**src/rtl/flag_pkg.sv**
```systemverilog
// flag_pkg: shared colour/entry types and stripe-height
// table builders for the programmable stripe flag renderer.
package flag_pkg;

  localparam int MAX_N = 8;

  typedef logic [5:0] color6_t;

  typedef struct packed {
    logic [1:0] level;
    color6_t    alt;
    color6_t    base;
  } stripe_entry_t;

  typedef logic [MAX_N-1:0][9:0] h_tab_t;

  function automatic h_tab_t base_tab(input int h);
    h_tab_t t;
    for (int n = 1; n <= MAX_N; n++) t[n-1] = 10'(h / n);
    return t;
  endfunction

  function automatic h_tab_t rem_tab(input int h);
    h_tab_t t;
    for (int n = 1; n <= MAX_N; n++) t[n-1] = 10'(h % n);
    return t;
  endfunction

endpackage

```
**src/rtl/flag_stripe_tracker.sv**
```systemverilog
// flag_stripe_tracker: follows pix_y line by line and yields
// the stripe index of the current line without any divider.
module flag_stripe_tracker
  import flag_pkg::*;
#(
  parameter int HEIGHT = 480
) (
  input  logic       clk,
  input  logic       rst_n,
  input  logic [9:0] pix_y,
  input  logic [3:0] n_act,
  output logic [2:0] stripe,
  output logic       frame_start,
  output logic       active
);

  localparam h_tab_t BASE_H = base_tab(HEIGHT);
  localparam h_tab_t REM_H  = rem_tab(HEIGHT);

  logic [9:0] prev_y, row_q, row_d, h_k;
  logic [2:0] acc_q, acc_d;
  logic [2:0] stripe_q, stripe_d, n_idx;
  logic [3:0] acc_sum;
  logic       act_q, act_d;
  logic       new_line, long_k, last_row;

  assign n_idx       = 3'(n_act - 4'd1);
  assign new_line    = pix_y != prev_y;
  assign frame_start = new_line && (pix_y == 10'd0);
  assign acc_sum     = {1'b0, acc_q} + 4'(REM_H[n_idx]);
  assign long_k      = acc_sum >= n_act;
  assign h_k         = BASE_H[n_idx] + {9'd0, long_k};
  assign last_row    = row_q == (h_k - 10'd1);

  // next stripe/row/acc state for the line now on pix_y
  always_comb begin
    row_d    = row_q;
    acc_d    = acc_q;
    stripe_d = stripe_q;
    act_d    = act_q;
    if (frame_start) begin
      row_d    = '0;
      acc_d    = '0;
      stripe_d = '0;
      act_d    = 1'b1;
    end else if (new_line) begin
      if (last_row) begin
        row_d = '0;
        acc_d = long_k ? 3'(acc_sum - n_act)
                       : acc_sum[2:0];
        if ({1'b0, stripe_q} < (n_act - 4'd1))
          stripe_d = stripe_q + 3'd1;
      end else begin
        row_d = row_q + 10'd1;
      end
    end
  end

  // line tracking state; all-ones prev_y lets y=0 start a frame
  always_ff @(posedge clk) begin
    if (!rst_n) begin
      prev_y   <= '1;
      row_q    <= '0;
      acc_q    <= '0;
      stripe_q <= '0;
      act_q    <= 1'b0;
    end else begin
      prev_y   <= pix_y;
      row_q    <= row_d;
      acc_q    <= acc_d;
      stripe_q <= stripe_d;
      act_q    <= act_d;
    end
  end

  assign stripe = stripe_d;
  assign active = act_d;

endmodule

```
**src/rtl/flag_stripes_prog.sv**
```systemverilog
// flag_stripes_prog: programmable horizontal-stripe flag with
// ordered dither; FLAG_MARQUEE_EN enables stripe rotation.
module flag_stripes_prog
  import flag_pkg::*;
#(
  parameter int MAX_STRIPES = 8,
  parameter int HEIGHT      = 480,
  parameter int WIDTH       = 640,
  parameter int ROT_FRAMES  = 30
) (
  input  logic        clk,
  input  logic        rst_n,
  input  logic [9:0]  pix_x,
  input  logic [9:0]  pix_y,
  input  logic        cfg_we,
  input  logic [2:0]  cfg_addr,
  input  logic [13:0] cfg_data,
  input  logic        cfg_n_we,
  input  logic [3:0]  cfg_n,
  output logic [5:0]  color
);

  if (MAX_STRIPES < 2 || MAX_STRIPES > MAX_N ||
      ROT_FRAMES < 1) begin : g_bad_param
    $error("flag_stripes_prog: bad parameter");
  end

  stripe_entry_t tbl [MAX_STRIPES];
  stripe_entry_t ent;
  logic [3:0] n_pend, n_pend_d, n_act, n_cur, idx_sum;
  logic [2:0] stripe, rot_d, idx;
  logic [1:0] bayer;
  logic       frame_start, active, vis, use_alt;

  flag_stripe_tracker #(
    .HEIGHT(HEIGHT)
  ) u_trk (
    .clk        (clk),
    .rst_n      (rst_n),
    .pix_y      (pix_y),
    .n_act      (n_act),
    .stripe     (stripe),
    .frame_start(frame_start),
    .active     (active)
  );

  // accept only legal stripe counts
  always_comb begin
    n_pend_d = n_pend;
    if (cfg_n_we && cfg_n != 4'd0 &&
        int'(cfg_n) <= MAX_STRIPES)
      n_pend_d = cfg_n;
  end

  assign n_cur = frame_start ? n_pend_d : n_act;

  // stripe table and stripe-count registers
  always_ff @(posedge clk) begin
    if (!rst_n) begin
      for (int i = 0; i < MAX_STRIPES; i++)
        tbl[i] <= '0;
      tbl[0] <= '{level: 2'd0,
                  alt:   6'h3f,
                  base:  6'h3f};
      n_pend <= 4'd1;
      n_act  <= 4'd1;
    end else begin
      if (cfg_we && int'(cfg_addr) < MAX_STRIPES)
        tbl[cfg_addr] <= stripe_entry_t'(cfg_data);
      n_pend <= n_pend_d;
      if (frame_start)
        n_act <= n_pend_d;
    end
  end

`ifdef FLAG_MARQUEE_EN
  localparam int FW =
    (ROT_FRAMES > 1) ? $clog2(ROT_FRAMES) : 1;

  logic [FW-1:0] fcnt, fcnt_d;
  logic [2:0]    rot;
  logic          seen, seen_d, wrap;

  assign wrap = int'(fcnt) == ROT_FRAMES - 1;

  // rotation step once per ROT_FRAMES completed frames
  always_comb begin
    fcnt_d = fcnt;
    rot_d  = rot;
    seen_d = seen;
    if (frame_start) begin
      seen_d = 1'b1;
      if (seen)
        fcnt_d = wrap ? '0 : fcnt + FW'(1);
      if (n_pend_d != n_act)
        rot_d = '0;
      else if (seen && wrap)
        rot_d = ({1'b0, rot} + 4'd1 >= n_act)
                ? 3'd0 : rot + 3'd1;
    end
  end

  // marquee state registers
  always_ff @(posedge clk) begin
    if (!rst_n) begin
      fcnt <= '0;
      rot  <= '0;
      seen <= 1'b0;
    end else begin
      fcnt <= fcnt_d;
      rot  <= rot_d;
      seen <= seen_d;
    end
  end
`else
  assign rot_d = 3'd0;
`endif

  assign idx_sum = {1'b0, stripe} + {1'b0, rot_d};
  assign idx     = (idx_sum >= n_cur)
                   ? 3'(idx_sum - n_cur)
                   : idx_sum[2:0];

  assign ent     = tbl[idx];
  assign bayer   = {pix_x[0] ^ pix_y[0], pix_y[0]};
  assign use_alt = bayer < ent.level;
  assign vis     = active &&
                   int'(pix_x) < WIDTH &&
                   int'(pix_y) < HEIGHT;

  // registered colour, one pixel behind the coordinates
  always_ff @(posedge clk) begin
    if (!rst_n)
      color <= '0;
    else if (vis)
      color <= use_alt ? ent.alt : ent.base;
    else
      color <= '0;
  end

endmodule

```
**config.mk**
```make
export PLATFORM = sky130hd
export DESIGN_NAME = flag_stripes_prog
export DESIGN_NICKNAME = d
export VERILOG_FILES = /design/src/rtl/flag_pkg.sv /design/src/rtl/flag_stripe_tracker.sv /design/src/rtl/flag_stripes_prog.sv
export SDC_FILE = /design/constraint.sdc
export NUM_CORES = 1
export LEC_CHECK = 0
export ABC_AREA = 1
export CAP_MARGIN = 20
export CORE_AREA = 8 8 136 138
export CTS_BUF_LIST = sky130_fd_sc_hd__clkbuf_8
export CTS_CLUSTER_DIAMETER = 200
export DETAILED_ROUTE_END_ITERATION = 8
export DIE_AREA = 0 0 144 146
export PLACE_DENSITY = 0.69
export SYNTH_ARGS = -nofsm -noshare
export SYNTH_HDL_FRONTEND = slang
export SYNTH_SLANG_ARGS = --single-unit
```
**constraint.sdc**
```tcl
create_clock -name clk -period 10 [get_ports clk]
set_input_delay 2 -clock clk [delete_from_list [all_inputs] [get_ports clk]]
set_output_delay 2 -clock clk [all_outputs]
set_load 0.01 [all_outputs]
```
**After elaboration in Yosys (flattened, before gate mapping)**

Memory sizes are Yosys's and may differ from the RTL's.
Cells that the tools add are included.

- Register bits: 41
- Memory bits (writable): 112
- Memory bits (read-only): 160
- Input bits: 45
- Output and inout bits: 6
- Logic and storage cells: 64
- Memories kept: 3

Memory list:

| memory | depth | bits a word | rd ports | clocked after Yosys merged registers in | wr ports | line | source |
|---|---|---|---|---|---|---|---|
| tbl | 8 | 14 | 1 | 0 | 8 | flag_stripes_prog.sv:28 | `stripe_entry_t tbl [MAX_STRIPES];` |
| (name not given) | 8 | 10 | 1 | 0 | 0 | flag_stripe_tracker.sv:32 | `assign h_k = BASE_H[n_idx] + {9'd0, long_k};` |
| (name not given) | 8 | 10 | 1 | 0 | 0 | flag_stripe_tracker.sv:30 | `assign acc_sum = {1'b0, acc_q} + 4'(REM_H[n_idx]);` |

- $add $sub $neg: 8
- Order comparisons: 8
- Equal/unequal tests: 2
- Muxes and demuxes: 21
- Bitwise operators: 3
- Reduce and logical (&&, ||, !) cells: 11

Operator list:

| kind | count |
|---|---|
| $mux 14 | 2 |
| $mux 3 | 7 |
| $mux 10 | 2 |
| $reduce_or 14->1 | 1 |
| $mux 4 | 3 |
| $add 10x1->10 | 1 |
| $add 10x1->10 const B | 1 |
| $eq 10x10->1 | 1 |
| $logic_not 10->1 | 1 |
| $lt 10x10->1 const B | 1 |
| $lt 10x9->1 const B | 1 |
| $ne 10x10->1 | 1 |
| $sub 10x1->10 const B | 1 |
| $mux 1 | 6 |
| $mux 6 | 1 |
| $sub 3x3->3 | 2 |
| $logic_and 1x1->1 | 5 |
| $add 3x4->4 | 1 |
| $ge 3x4->1 | 1 |
| $ge 4x4->1 | 1 |
| $le 4x4->1 const B | 1 |
| $lt 3x4->1 | 1 |
| $lt 3x4->1 const B | 1 |
| $reduce_and 2->1 | 2 |
| other kinds (8) | 8 |

**Longest topological paths before layout**

An unclocked memory read counts as a cell.

- Depth after elaboration: 16
- Mapped depth: 50
- Mapped depth without buffers: 48

**By module**

A second synthesis with hierarchy kept.

- Cell total of the unflattened synthesis: 982
- Area, all modules: 8112.8 sq um

Modules (own cells, without submodules):

| module | instances | cells an instance | area each (sq um) | sequential area each (sq um) |
|---|---|---|---|---|
| flag_stripes_prog | 1 | 684 | 6084.6 | 3643.5 |
| flag_stripe_tracker | 1 | 298 | 2028.2 | 540.5 |

**Worst setup path before layout**

Ideal clock, no wire load.

- Path type: reg-to-reg
- Start point: register n_act[0]
- End point: register color[1]
- Library setup time: 0.113 ns
- Arrival: 5.931 ns
- Data required time: 9.887 ns
- Path slack: 3.956 ns
- Stages on the path, launching flop included: 45
- Path buffers: 2
- Clock period less this slack: 6.044 ns
- Path through: dfxtp_1 -> inv_1 -> ha_1 -> inv_1 -> ha_1 -> nand2_1 -> inv_1 -> ha_1 -> ha_1 -> nand2_1 -> inv_1 -> nand2_1 -> nand2_1 -> inv_1 -> ha_1 -> xor2_1 -> nand2_1 -> inv_1 -> [9 not listed] -> nand2_1 -> inv_1 -> a311o_1 -> nand3_4 -> nand4_2 -> o21ai_4 -> inv_4 -> buf_2 -> nand3_1 -> nand2_1 -> a31oi_1 -> a31oi_1 -> ha_1 -> nand2_2 -> buf_6 -> nand3_2 -> nand2_1 -> nor2_2

- Cells in the longest elaborated chain, start to end: 16
- Elaborated cells on any way between the ends: 22
- Those cells by class: add/sub: 5; order compare: 4; eq/ne: 1; mux: 9; memory: 3

RTL lines:

| what | line | source |
|---|---|---|
| start, declared | flag_stripes_prog.sv:30 | `logic [3:0] n_pend, n_pend_d, n_act, n_cur, idx_sum;` |
| start signal, assigned | flag_stripes_prog.sv:72 | `n_act <= n_pend_d;` |
| $sub 4x1->4 | flag_stripe_tracker.sv:51 | `if ({1'b0, stripe_q} < (n_act - 4'd1))` |
| $mem_v2 8x10 | - |  |
| $mux 4 (not written as such) | flag_stripe_tracker.sv:30 |  |
| $add 3x4->4 | flag_stripe_tracker.sv:30 |  |
| $ge 4x4->1 | flag_stripe_tracker.sv:31 | `assign long_k = acc_sum >= n_act;` |
| $add 10x1->10 | flag_stripe_tracker.sv:32 |  |
| $sub 10x1->10 | flag_stripe_tracker.sv:33 | `assign last_row = row_q == (h_k - 10'd1);` |
| $eq 10x10->1 | flag_stripe_tracker.sv:33 |  |
| $mux 3 | flag_stripe_tracker.sv:47 | `if (last_row) begin` |
| $mux 3 | flag_stripe_tracker.sv:46 | `end else if (new_line) begin` |
| $mux 3 | flag_stripe_tracker.sv:41 | `if (frame_start) begin` |
| $ge 3x4->1 / $sub 3x3->3 (equally long branches) | flag_stripes_prog.sv:120, flag_stripes_prog.sv:121 |  |
| $mux 3 * | flag_stripes_prog.sv:121 | `? 3'(idx_sum - n_cur)` |
| $mem_v2 8x14 * | - |  |
| $lt 2x2->1 | flag_stripes_prog.sv:126 | `assign use_alt = bayer < ent.level;` |
| $mux 6 * | flag_stripes_prog.sv:136 | `color <= use_alt ? ent.alt : ent.base;` |
| end signal, assigned | flag_stripes_prog.sv:136 |  |
| end, declared | flag_stripes_prog.sv:20 | `output logic [5:0] color` |

Every way passes the cells marked *; elsewhere a longest branch is shown, timed or not. The select of a mux whose other input is x is not followed.
A chain may end at the register's enable or synchronous reset.

**Final worst setup path**

- Start point: register n_act[0]
- End point: register color[5]

- Cells in the longest elaborated chain, start to end: 16
- Elaborated cells on any way between the ends: 22
- Those cells by class: add/sub: 5; order compare: 4; eq/ne: 1; mux: 9; memory: 3

RTL lines:

| what | line |
|---|---|
| $sub 4x1->4 | flag_stripe_tracker.sv:51 |
| $mem_v2 8x10 | - |
| $mux 4 (not written as such) | flag_stripe_tracker.sv:30 |
| $add 3x4->4 | flag_stripe_tracker.sv:30 |
| $ge 4x4->1 | flag_stripe_tracker.sv:31 |
| $add 10x1->10 | flag_stripe_tracker.sv:32 |
| $sub 10x1->10 | flag_stripe_tracker.sv:33 |
| $eq 10x10->1 | flag_stripe_tracker.sv:33 |
| $mux 3 * | flag_stripe_tracker.sv:47 |
| $mux 3 * | flag_stripe_tracker.sv:46 |
| $mux 3 * | flag_stripe_tracker.sv:41 |
| net idx_sum[1] | flag_stripes_prog.sv:30 |
| $ge 3x4->1 / $sub 3x3->3 (equally long branches) | flag_stripes_prog.sv:120, flag_stripes_prog.sv:121 |
| $mux 3 * | flag_stripes_prog.sv:121 |
| $mem_v2 8x14 * | - |
| $lt 2x2->1 | flag_stripes_prog.sv:126 |
| $mux 6 * | flag_stripes_prog.sv:136 |

Mark *: on every way through the listed nets, which the timed path passes. The rest lies on a longest branch. The select of a mux whose other input is x is not followed.

==> out/metrics.yaml <==
period_minus_slack_ps: 7290
netSwitchingPower_w: 0.000327
via_count: 6137
dieArea_mm2: 0.0210
first_pass_iters: 5
pre_cts_ws_ps: 2540
multi_input_area_mm2: 0.00311
path_common_cell: "nand2_1"
grt_usage: 0.185
drt_iter0_drc: 443
diodes: 0
p_int_w: 0.000973
synth.net_count: 1025
synth-main-ff-cell: "edfxtp_1"
relSlewSlack: 0.414
timing.final.ws_setup_ps: 2710
reg2reg_to: "color[5]"
cts_tree: "done"
totalWireLength_um: 18700
nNetsFinal: 1060
drtAntennaViolNets: 0
fp.dieW_um: 144
dp_hpwl_um: 12100
synth_seq_cells: 153
grt_pass1_wl_um: 29900
end_kind: "flip-flop"
htreeDepth: 4
min_path_type: "flip-flop to flip-flop"
setup_tns_ps: 0
crit_type: "flip-flop to flip-flop"
ys_types: 49
hold_buffers: 0
fin_skew_ps: 12.2
reg2reg_depth: 46
ff_latch_area_mm2: 0.00418
netlist_area_mm2: 0.00801
gp_congestion: 0.845
core-area_mm2: 0.0163
critPathMaxFanout: 28
stdcell_count: 1227
cts.path.max_buffers: 2
leakagePower_nw: 4.01
cp-start-kind: "flip-flop"
layout-drive-gt1-share: 0.0794
final_cell_mix: "nand2_1, nor2_1, inv_1"
post-route-period-util: 0.729
antenna_found_initial: 0
drc_errors: 0
yosys-top-cells-area: "edfxtp_1, nand2_1, dfxtp_1"
die_h_um: 146
reg2reg_from: "n_act[0]"
critPathSlowestCell: "dfxtp_1"
holdPathStages: 2
io_pins: 51
numCtsBuffers: 17
initial_utilization: 0.492
post_cts_resized: 0
final_max_slew_viol_count: 0
yosysWarnings: 0
hold_viol_final: 0
setup_violations: 0
final_common_cell: "nand2_1"
syn_to_final_growth_pct: 11.9
sequentialPowerShare: 0.556
placed_cells: 1195
async_flop_share: 0
hold_end: "n_pend[0]"
io_buffers: 44
p_comb_frac: 0.083
grt_pass1_vias: 5998
synthCells: 959
clk_latency_ps: 470
regToRegSetupSlack_ps: 2710
synth_edf_count: 112
power_frac_clock: 0.361
tightest_slew_ps: 876
maxCapViolCount: 0
fillCellCount: 1553
synth_top_area_cell: "edfxtp_1"
synth_top_area_frac: 0.420
grt-ovfl-total: 0
worstPathRequired_ps: 10350
fmax_mhz: 137
slowest_delay_ps: 600
post-cts-setup-buffer-count: 0
cp.arrival_ps: 7640
cts.clk_slew.worst_paths_ps: 80
status: "finished, final reports clean"
wl_per_cell_um: 15.3
grt_max_degree: 56
ir_worst_vdd_v: 0.000107
p_per_area_mw_per_mm2: 145
postSynthAreaPerCell_um2: 8.35
rsz0062_at_grt: "no"
cts-root-buf: "clkbuf_8"
swShare: 0.251
clock_sinks: 153
worstHoldStart: "n_pend[0]"
num_rows: 47
ys_seq_area_frac: 0.522
viasPerCell: 5.00
## layout make-up
class | instances | area share
clock buffers | 17 | 0.0261
clock inverters | 15 | 0.0169
inverters | 149 | 0.0627
multi-input cells | 628 | 0.347
flip-flops and latches | 153 | 0.467
well taps | 220 | 0.0307
repair buffers | 45 | 0.0500
## sequential cells by signal, indices dropped and copies added (netlist names)
signal / cells
tbl: 112
u_trk.prev_y: 10
u_trk.row_q: 10
color: 6
n_act: 4
n_pend: 4
u_trk.acc_q: 3
u_trk.stripe_q: 3
u_trk.act_q: 1
## per-stage QoR
stage | total power [W] | utilization | area [um^2] | hold slack [ps]
6_report | 0.00130 | 0.550 | 8960 | 472
5_1_grt | 0.00135 | 0.550 | 8960 | 505
4_1_cts | 0.00130 | 0.550 | 8960 | 469
3_5_place_dp | 0.000844 | 0.526 | 8580 | 456
3_3_place_gp | 0.000841 | 0.526 | 8580 | 446
2_1_floorplan | 0.000805 | - | 8010 | 433
## power by group through the flow
stage	Sequential, W	Combinational, W	Clock, W
floorplan	0.000734	0.0000709	0
CTS	0.000722	0.000108	0.000473
detailed placement	0.000737	0.000108	0
finish	0.000722	0.000108	0.000470
global route	0.000725	0.000120	0.000500
global placement	0.000735	0.000106	0
## synthesized netlist by cell type (7+ instances only)
library cell and count:
nand2_1 268, nor2_1 140, inv_1 138, edfxtp_1 112
nand3_1 90, dfxtp_1 41, ha_1 19, a21oi_1 14
clkbuf_1 11, buf_2 10, nand3_2 9, xor2_1 9
o21ai_0 8, inv_2 7, nand4_1 7
## worst max-delay path, delay by kind of cell (launching register included)
family / cells / cell delay, ps
flops: 1 / 600
buf+inv: 12 / 1650
simple gates: 23 / 2290
fa+ha+maj: 7 / 2010
compound gates: 4 / 620
## routing by layer
| metal | vias up | share of wire | track usage |
|---|---|---|---|
| met3 | 12 | 0.061 | 0.0446 |
| met2 | 163 | 0.49 | 0.312 |
| li1 | 3113 | - | - |
| met4 | 0 | 0.011 | 0.0568 |
| met5 | - | 0 | 0 |
| met1 | 2849 | 0.43 | 0.226 |
## worst max-delay path by stage
stage | cells past startpoint | slack, ps | to | from
floorplan | 44 | 3960 | color[1] | n_act[0]
global placement | 28 | 2590 | color[4] | pix_y[0]
detailed placement | 28 | 2540 | color[4] | pix_y[0]
CTS | 46 | 2690 | color[4] | n_act[0]
global route | 46 | 2030 | color[2] | n_act[0]
finish | 46 | 2710 | color[5] | n_act[0]
## logic make-up (layout without fill, tap and decap cells)
logic type	after synthesis	count (layout)	share of synthesized area
compound gates	42	42	0.0348
xor+xnor	12	12	0.0131
buf+inv	178	226	0.0900
simple gates	550	550	0.301
mux	3	3	0.00375
fa+ha+maj	21	21	0.0347
flops	153	153	0.522
No activity file was read; power rests on OpenSTA's default activity.
